<file path="config.mk">
export PLATFORM = sky130hd
export DESIGN_NAME = mc_ctrl_unit
export DESIGN_NICKNAME = d
export VERILOG_FILES = /design/src/rtl/mc_ctrl_unit.sv
export SDC_FILE = /design/constraint.sdc
export NUM_CORES = 1
export LEC_CHECK = 0
export ABC_AREA = 1
export BUFFER_PORTS_ARGS = -buffer_cell sky130_fd_sc_hd__buf_2
export CAP_MARGIN = 0
export CORE_AREA = 2 2 46 48
export DETAILED_ROUTE_END_ITERATION = 8
export DIE_AREA = 0 0 48 50
export PLACE_DENSITY_LB_ADDON = 0.05
export SYNTH_ARGS = -nofsm -noshare
export SYNTH_HDL_FRONTEND = slang
export SYNTH_SLANG_ARGS = --single-unit
</file>
<file path="constraint.sdc">
create_clock -name clk -period 1.51 [get_ports clk]
set_input_delay 0.302 -clock clk [delete_from_list [all_inputs] [get_ports clk]]
set_output_delay 0.302 -clock clk [all_outputs]
set_load 0.005 [all_outputs]
</file>
<file path="src/rtl/mc_ctrl_unit.sv">
// ---------------------------------------------------------------------------
// mc_ctrl_unit -- multicycle MIPS-subset main controller (Moore FSM plus ALU
// decoder). It sequences lw, sw, R-type (add/sub/and/or/slt), addi, beq and j
// over 3 to 5 cycles, and flags unsupported opcodes and functs.
//
// Optional feature: define BNE_EN to add bne (op 000101). bne reuses the
// BRANCH state; the branch condition is inverted for that opcode.
//
// Ports
//   clk           rising-edge clock
//   reset         synchronous, active-high; returns the FSM to FETCH
//   op, funct     instr[31:26] / instr[5:0] from the instruction register
//   zero          ALU zero flag, current cycle
//   iord, mem_write, ir_write, reg_dst, mem_to_reg, reg_write, alu_src_a
//                 datapath mux selects and write enables
//   alu_src_b     00 rd2, 01 const 4, 10 signimm, 11 signimm<<2
//   pc_src        00 alu_res, 01 alu_out register, 10 jump target
//   alu_ctrl_sig  010 add, 110 sub, 000 and, 001 or, 111 slt
//   pc_en         PC load enable
//   illegal_op    one-cycle unsupported-instruction flag
//   state         current FSM state (debug)
// ---------------------------------------------------------------------------
module mc_ctrl_unit (
   input  logic       clk,
   input  logic       reset,
   input  logic [5:0] op,
   input  logic [5:0] funct,
   input  logic       zero,
   output logic       iord,
   output logic       mem_write,
   output logic       ir_write,
   output logic       reg_dst,
   output logic       mem_to_reg,
   output logic       reg_write,
   output logic       alu_src_a,
   output logic [1:0] alu_src_b,
   output logic [1:0] pc_src,
   output logic [2:0] alu_ctrl_sig,
   output logic       pc_en,
   output logic       illegal_op,
   output logic [3:0] state
);

   typedef enum logic [3:0] {
      FETCH    = 4'd0,
      DECODE   = 4'd1,
      MEMADR   = 4'd2,
      MEMRD    = 4'd3,
      MEMWB    = 4'd4,
      MEMWR    = 4'd5,
      EXECUTE  = 4'd6,
      ALUWB    = 4'd7,
      BRANCH   = 4'd8,
      ADDIEXEC = 4'd9,
      ADDIWB   = 4'd10,
      JUMP     = 4'd11
   } state_t;

   localparam logic [5:0] OP_RTYPE = 6'b000000;
   localparam logic [5:0] OP_LW    = 6'b100011;
   localparam logic [5:0] OP_SW    = 6'b101011;
   localparam logic [5:0] OP_BEQ   = 6'b000100;
   localparam logic [5:0] OP_BNE   = 6'b000101;
   localparam logic [5:0] OP_ADDI  = 6'b001000;
   localparam logic [5:0] OP_J     = 6'b000010;

   localparam logic [2:0] ALU_ADD = 3'b010;
   localparam logic [2:0] ALU_SUB = 3'b110;
   localparam logic [2:0] ALU_AND = 3'b000;
   localparam logic [2:0] ALU_OR  = 3'b001;
   localparam logic [2:0] ALU_SLT = 3'b111;

   state_t     state_reg;
   state_t     state_next;
   logic       pc_write;
   logic       branch;
   logic       branch_cond;
   logic       funct_ok;
   logic [2:0] funct_alu;
   logic       abort;
   logic       reg_write_raw;
   logic       mem_write_raw;
   logic       ir_write_raw;

   always_ff @(posedge clk) begin
      if (reset) begin
         state_reg <= FETCH;
      end else begin
         state_reg <= state_next;
      end
   end

   // R-type function decoder; unsupported functs fall back to add.
   always_comb begin
      funct_ok  = 1'b1;
      funct_alu = ALU_ADD;
      case (funct)
         6'b100000: funct_alu = ALU_ADD;
         6'b100010: funct_alu = ALU_SUB;
         6'b100100: funct_alu = ALU_AND;
         6'b100101: funct_alu = ALU_OR;
         6'b101010: funct_alu = ALU_SLT;
         default:   funct_ok  = 1'b0;
      endcase
   end

   // The instruction register is stable in BRANCH, so the opcode can pick the
   // branch sense directly.
`ifdef BNE_EN
   assign branch_cond = (op == OP_BNE) ? ~zero : zero;
`else
   assign branch_cond = zero;
`endif

   always_comb begin
      state_next    = FETCH;
      iord          = 1'b0;
      mem_write_raw = 1'b0;
      ir_write_raw  = 1'b0;
      reg_dst       = 1'b0;
      mem_to_reg    = 1'b0;
      reg_write_raw = 1'b0;
      alu_src_a     = 1'b0;
      alu_src_b     = 2'b00;
      pc_src        = 2'b00;
      alu_ctrl_sig  = ALU_ADD;
      pc_write      = 1'b0;
      branch        = 1'b0;
      illegal_op    = 1'b0;
      case (state_reg)
         FETCH: begin
            alu_src_b    = 2'b01;
            ir_write_raw = 1'b1;
            pc_write     = 1'b1;
            state_next   = DECODE;
         end
         DECODE: begin
            alu_src_b = 2'b11;
            case (op)
               OP_LW, OP_SW: state_next = MEMADR;
               OP_RTYPE:     state_next = EXECUTE;
               OP_BEQ:       state_next = BRANCH;
`ifdef BNE_EN
               OP_BNE:       state_next = BRANCH;
`endif
               OP_ADDI:      state_next = ADDIEXEC;
               OP_J:         state_next = JUMP;
               default: begin
                  state_next = FETCH;
                  illegal_op = 1'b1;
               end
            endcase
         end
         MEMADR: begin
            alu_src_a  = 1'b1;
            alu_src_b  = 2'b10;
            state_next = (op == OP_LW) ? MEMRD : MEMWR;
         end
         MEMRD: begin
            iord       = 1'b1;
            state_next = MEMWB;
         end
         MEMWB: begin
            reg_write_raw = 1'b1;
            mem_to_reg    = 1'b1;
         end
         MEMWR: begin
            iord          = 1'b1;
            mem_write_raw = 1'b1;
         end
         EXECUTE: begin
            alu_src_a    = 1'b1;
            alu_ctrl_sig = funct_alu;
            illegal_op   = ~funct_ok;
            state_next   = funct_ok ? ALUWB : FETCH;
         end
         ALUWB: begin
            reg_dst       = 1'b1;
            reg_write_raw = 1'b1;
         end
         BRANCH: begin
            alu_src_a    = 1'b1;
            alu_ctrl_sig = ALU_SUB;
            pc_src       = 2'b01;
            branch       = 1'b1;
         end
         ADDIEXEC: begin
            alu_src_a  = 1'b1;
            alu_src_b  = 2'b10;
            state_next = ADDIWB;
         end
         ADDIWB: begin
            reg_write_raw = 1'b1;
         end
         JUMP: begin
            pc_src   = 2'b10;
            pc_write = 1'b1;
         end
         default: state_next = FETCH;
      endcase
   end

   // A reset arriving mid-instruction suppresses that instruction's remaining
   // writes in the same cycle; FETCH outputs are left untouched by reset.
   assign abort     = reset && (state_reg != FETCH);
   assign reg_write = reg_write_raw & ~abort;
   assign mem_write = mem_write_raw & ~abort;
   assign ir_write  = ir_write_raw & ~abort;
   assign pc_en     = ~abort & (pc_write | (branch & branch_cond));
   assign state     = state_reg;

endmodule

</file>
After elaboration in Yosys (flattened, before gate mapping):

Index checks and enable logic that the tools add are counted.

* bits in registers: 4
* output and inout bits: 20
* logic and storage cells: 62

* equality and inequality tests: 21
* multiplexer cells: 20
* bitwise logic cells: 8
* reduce and logical (&&, ||, !) cells: 12

Operators with widths (count)
* 6-bit equality test (second input constant): 7
* 4-bit case mux with 6 select lines: 1
* 4-bit case mux with 5 select lines: 1
* 4-bit by 3-bit equality test with 1-bit output (second input constant): 4
* 4-bit equality test (second input constant): 4
* 3-bit case mux with 4 select lines: 1
* 1-bit two-way mux: 11
* 4-bit by 2-bit equality test with 1-bit output (second input constant): 2
* 2-bit OR reduction: 4
* 6-bit by 2-bit equality test with 1-bit output (second input constant): 1
* 6-bit by 3-bit equality test with 1-bit output (second input constant): 1
* 6-bit by 4-bit equality test with 1-bit output (second input constant): 1
* 6-bit zero test: 1
* 3-bit two-way mux: 2
* 2-bit case mux with 3 select lines: 1
* 3-bit case mux with 2 select lines: 1
* 6-bit OR reduction: 1
* 1-bit bitwise AND: 5
* 5-bit OR reduction: 1
* 4-bit by 1-bit equality test with 1-bit output (second input constant): 1
* 4-bit zero test: 1
* 2-bit case mux with 2 select lines: 1
* 4-bit nonzero test: 1
* 4-bit OR reduction: 1
* 5 further kinds: 6

Logic depth before layout (Yosys ltp):

* depth after elaboration: 5
* depth in mapped cells: 8

Worst setup path before layout:

OpenSTA, ideal clock, no wires.

* kind: register -> output
* start: reg state_reg[1], in the netlist state[1]
* end: out illegal_op
* data arrival time: 1009 ps
* data required time: 1208 ps
* path slack: 199 ps
* stages on the path, launching flop included: 7
* path buffers: 0
* path through: dfxtp_1 inv_2 nor2_2 inv_2 nor2_8 inv_2 o22ai_1

* word-level cells in the longest chain between the ends: 2
* elaborated cells on any way between the ends: 3
* those cells by class: eq/ne: 2; mux: 1

RTL lines
* start: declaration: line 73 `state_t state_reg;`
* start signal: assignment: line 89 `state_reg <= state_next;`
* 4-bit by 3-bit equality test with 1-bit output / 4-bit by 1-bit equality test with 1-bit output (equally long branches): line 130 `case (state_reg)`
* 1-bit case mux with 2 select lines *: line 130
* end: declaration: line 40 `output logic illegal_op,`

Mark *: on every way between the ends. The rest lies on a longest branch, timed or not.

Final worst setup path:

* start: reg state_reg[2], in the netlist state[2]
* end: out alu_ctrl_sig[0]

* word-level cells in the longest chain between the ends: 2
* elaborated cells on any way between the ends: 3
* those cells by class: eq/ne: 2; mux: 1

RTL lines
* 4-bit equality test / 4-bit by 3-bit equality test with 1-bit output (equally long branches): line 130
* 3-bit case mux with 2 select lines *: line 130
* end: declaration: line 38 `output logic [2:0] alu_ctrl_sig,`

Marks and branches as above.

==> flow_summary.yaml <==
logic_synthesis:
  synth_seq_cells: 4
  ys_top_cells_by_area: "inv_1, nor2_1, dfxtp_1"
  synth-edff-count: 0
  ys_types: 20
  syn-num-nets: 118
  synth_top_area_cell: "inv_1"
  async_reset_ff_share_pct: 0
  synth.top_cells.by_count: "inv_1, nor2_1, nand3_1, nand2_1"
  ys_seq_area_share_pct: 14.3
  post-synth-top-area-fraction_pct: 15.4
  syn_avg_cell_area_um2: 5.43
  syn_area_um2: 559
  synth.most_common_cell: "inv_1"
  yosysWarnings: 0
  synth_ff_type: "dfxtp_1"
  syn_inst: 103
drt:
  vias: 787
  first_pass_iters: 4
  dr.first_iter.drc_count: 8
  vias_per_cell: 4.60
  drc: 0
  antenna_left: 0
  wl_um: 1660
  wl_per_cell_um: 9.72
status:
  status: "finished with violations"
  violations: "setup timing"
global_routing:
  antenna_found_initial: 0
  grt_max_degree: 8
  gr-total-overflow: 0
  grt_pass1_vias: 687
  track_usage_pct: 15.6
  grt_pass1_wl_um: 2790
floorplan:
  fp.dieW_um: 48
  rows: 16
  die_area_um2: 2400
  core_um2: 1900
  die_y_um: 50
  start_util_pct: 29.4
  io_pins: 35
worst_setup_path:
  r2r_cells: 9
  slowest_delay_ns: 0.37
  timing.rr.start: "state[2]"
  critPathKind: "register to output pin"
  path_max_fanout: 5
  cp.arrival_ns: 1.28
  cpMaxStageDelayCell: "dfxtp_4"
  path_cells: "inv_4, nor2_4, inv_4, nor2_8, inv_4, o22ai_2, buf_2"
  critical_path_required_ns: 1.21
  end_kind: "output pin"
  path_delay_family: "flip-flops"
  path_common_cell: "inv_4"
  path_buf_inv: 4
  rrSetupSlack_ns: 0.34
  reg2reg_to: "state[1]"
  critPathLaunchType: "register"
clock_tree:
  cts.sinks: 4
  htreeDepth: 1
  cts_max_path_buffers: 2
  clk_latency_ns: 0.23
  clkTransAtPathRegs_ns: 0.04
  cts_made_buffers: 3
  cts-root-buf: "clkbuf_4"
  cts_tree: "done"
cells_and_area:
  nets: 161
  layout-drive-gt1-share_pct: 50.7
  largest_register_ffs: 4
  area_growth_pct: 63.1
  antenna_cells: 0
timing:
  slew_headroom_pct: 83.2
  rsz0062_at_grt: "true"
  fin_crit_ns: 1.59
  setup_viol: 6
  max_freq_mhz: 630
  fin_ws_ns: -0.0765
  period_share_pct: 105
  slew_viol_final: 0
  tightest_slew_ns: 0.252
  finalClockSkew_ns: 0.00338
  hold_slack_ns: 0.299
  hold_viol_final: 0
placed_design:
  port_buffers: 34
  gp_congestion: 0.751
  dp_hpwl_um: 1400
power:
  max-vdd-ir-drop_v: 0.000367
  powerDensity_nw_per_um2: 397
  p_total_mw: 0.362
  power.leakage_nw: 0.537
job:
  drv_cap: 0
min_path:
  hp-class: "input pin to register"
  min_path_cells: 2
  worstHoldStart: "reset"
  worstHoldEndpoint: "state[0]"
per-layer routing:
metal	up-vias	track usage (%)	routed length (µm)
li1	416	-	-
met1	343	21.0	809
met2	26	24.0	741
met3	2	5.13	96
met4	0	2.70	14
met5	-	0	0
worst max-delay path by stage:
stage          cells after the start      from               to  slack (ns)
2_1_floorplan                      6  state[1]       illegal_op        0.20
3_3_place_gp                       7  state[0]       illegal_op       0.008
3_5_place_dp                       7  state[1]       illegal_op       0.007
4_1_cts                            7  state[2]  alu_ctrl_sig[0]       -0.11
5_1_grt                            6  state[2]            pc_en       -0.15
6_report                           7  state[2]  alu_ctrl_sig[0]       -0.08
layout by cell type (no fill, tap or decap):
| cell | n |
|---|---|
| nand2_1 | 8 |
| o21ai_0 | 1 |
| a21oi_1 | 5 |
| nand3b_1 | 1 |
| buf_4 | 3 |
| o22ai_1 | 3 |
| and2_1 | 1 |
| inv_1 | 19 |
| nand4_4 | 1 |
| nand3_2 | 1 |
| inv_4 | 4 |
| nor2_4 | 5 |
| dfxtp_4 | 3 |
| nand4_1 | 4 |
| o22ai_2 | 3 |
| nand2_2 | 4 |
| dfxtp_2 | 1 |
| nand3_1 | 11 |
| o21ai_2 | 1 |
| nor2_2 | 4 |
| a211oi_1 | 1 |
| nor2_8 | 1 |
| inv_2 | 4 |
| buf_2 | 34 |
| clkbuf_4 | 3 |
| buf_6 | 1 |
| nor2_1 | 17 |
kinds of logic after synthesis:
kind of cell    count (synthesis)  share of synthesized area [%]
compound gates                 14                           15.4
buf+inv                        27                           18.1
simple gates                   58                           52.1
flops                           4                           14.3
power breakdown:
part	internal [mW]	switching (mW)
combinational	0.0506	0.0687
sequential	0.107	0.00850
clock	0.0886	0.0396
through the flow:
| stage | area, µm² | util, % | cells | TNS (ns) | worst slack, ns |
|---|---|---|---|---|---|
| global placement | 771 | 40.5 | 165 | 0 | 0.00812 |
| global route | 912 | 48.0 | 171 | -0.963 | -0.154 |
| finish | 912 | 48.0 | 171 | -0.272 | -0.0765 |
| detailed placement | 771 | 40.5 | 165 | 0 | 0.00673 |
| CTS | 867 | 45.6 | 170 | -0.446 | -0.106 |
| floorplan | 559 | - | 103 | 0 | 0.199 |
area by class of cell:
cell class                      instances  area (µm²)
Sequential cell                         4        92.6
Timing Repair Buffer                   38         204
Tap cell                               27        33.8
Inverter                               27         111
Clock buffer                            3        22.5
Multi-Input combinational cell         72         448
Fill cell                             228         990
what timing repair did:
item | in CTS | in global routing
setup endpoints to repair | 10 | 9
gates resized for setup | 19 | 14
hold buffers | 0 | 0
pin swaps | 4 | 5
gates cloned | 0 | 0
setup buffers | 2 | 1
Power figures use the tool's default switching activity.
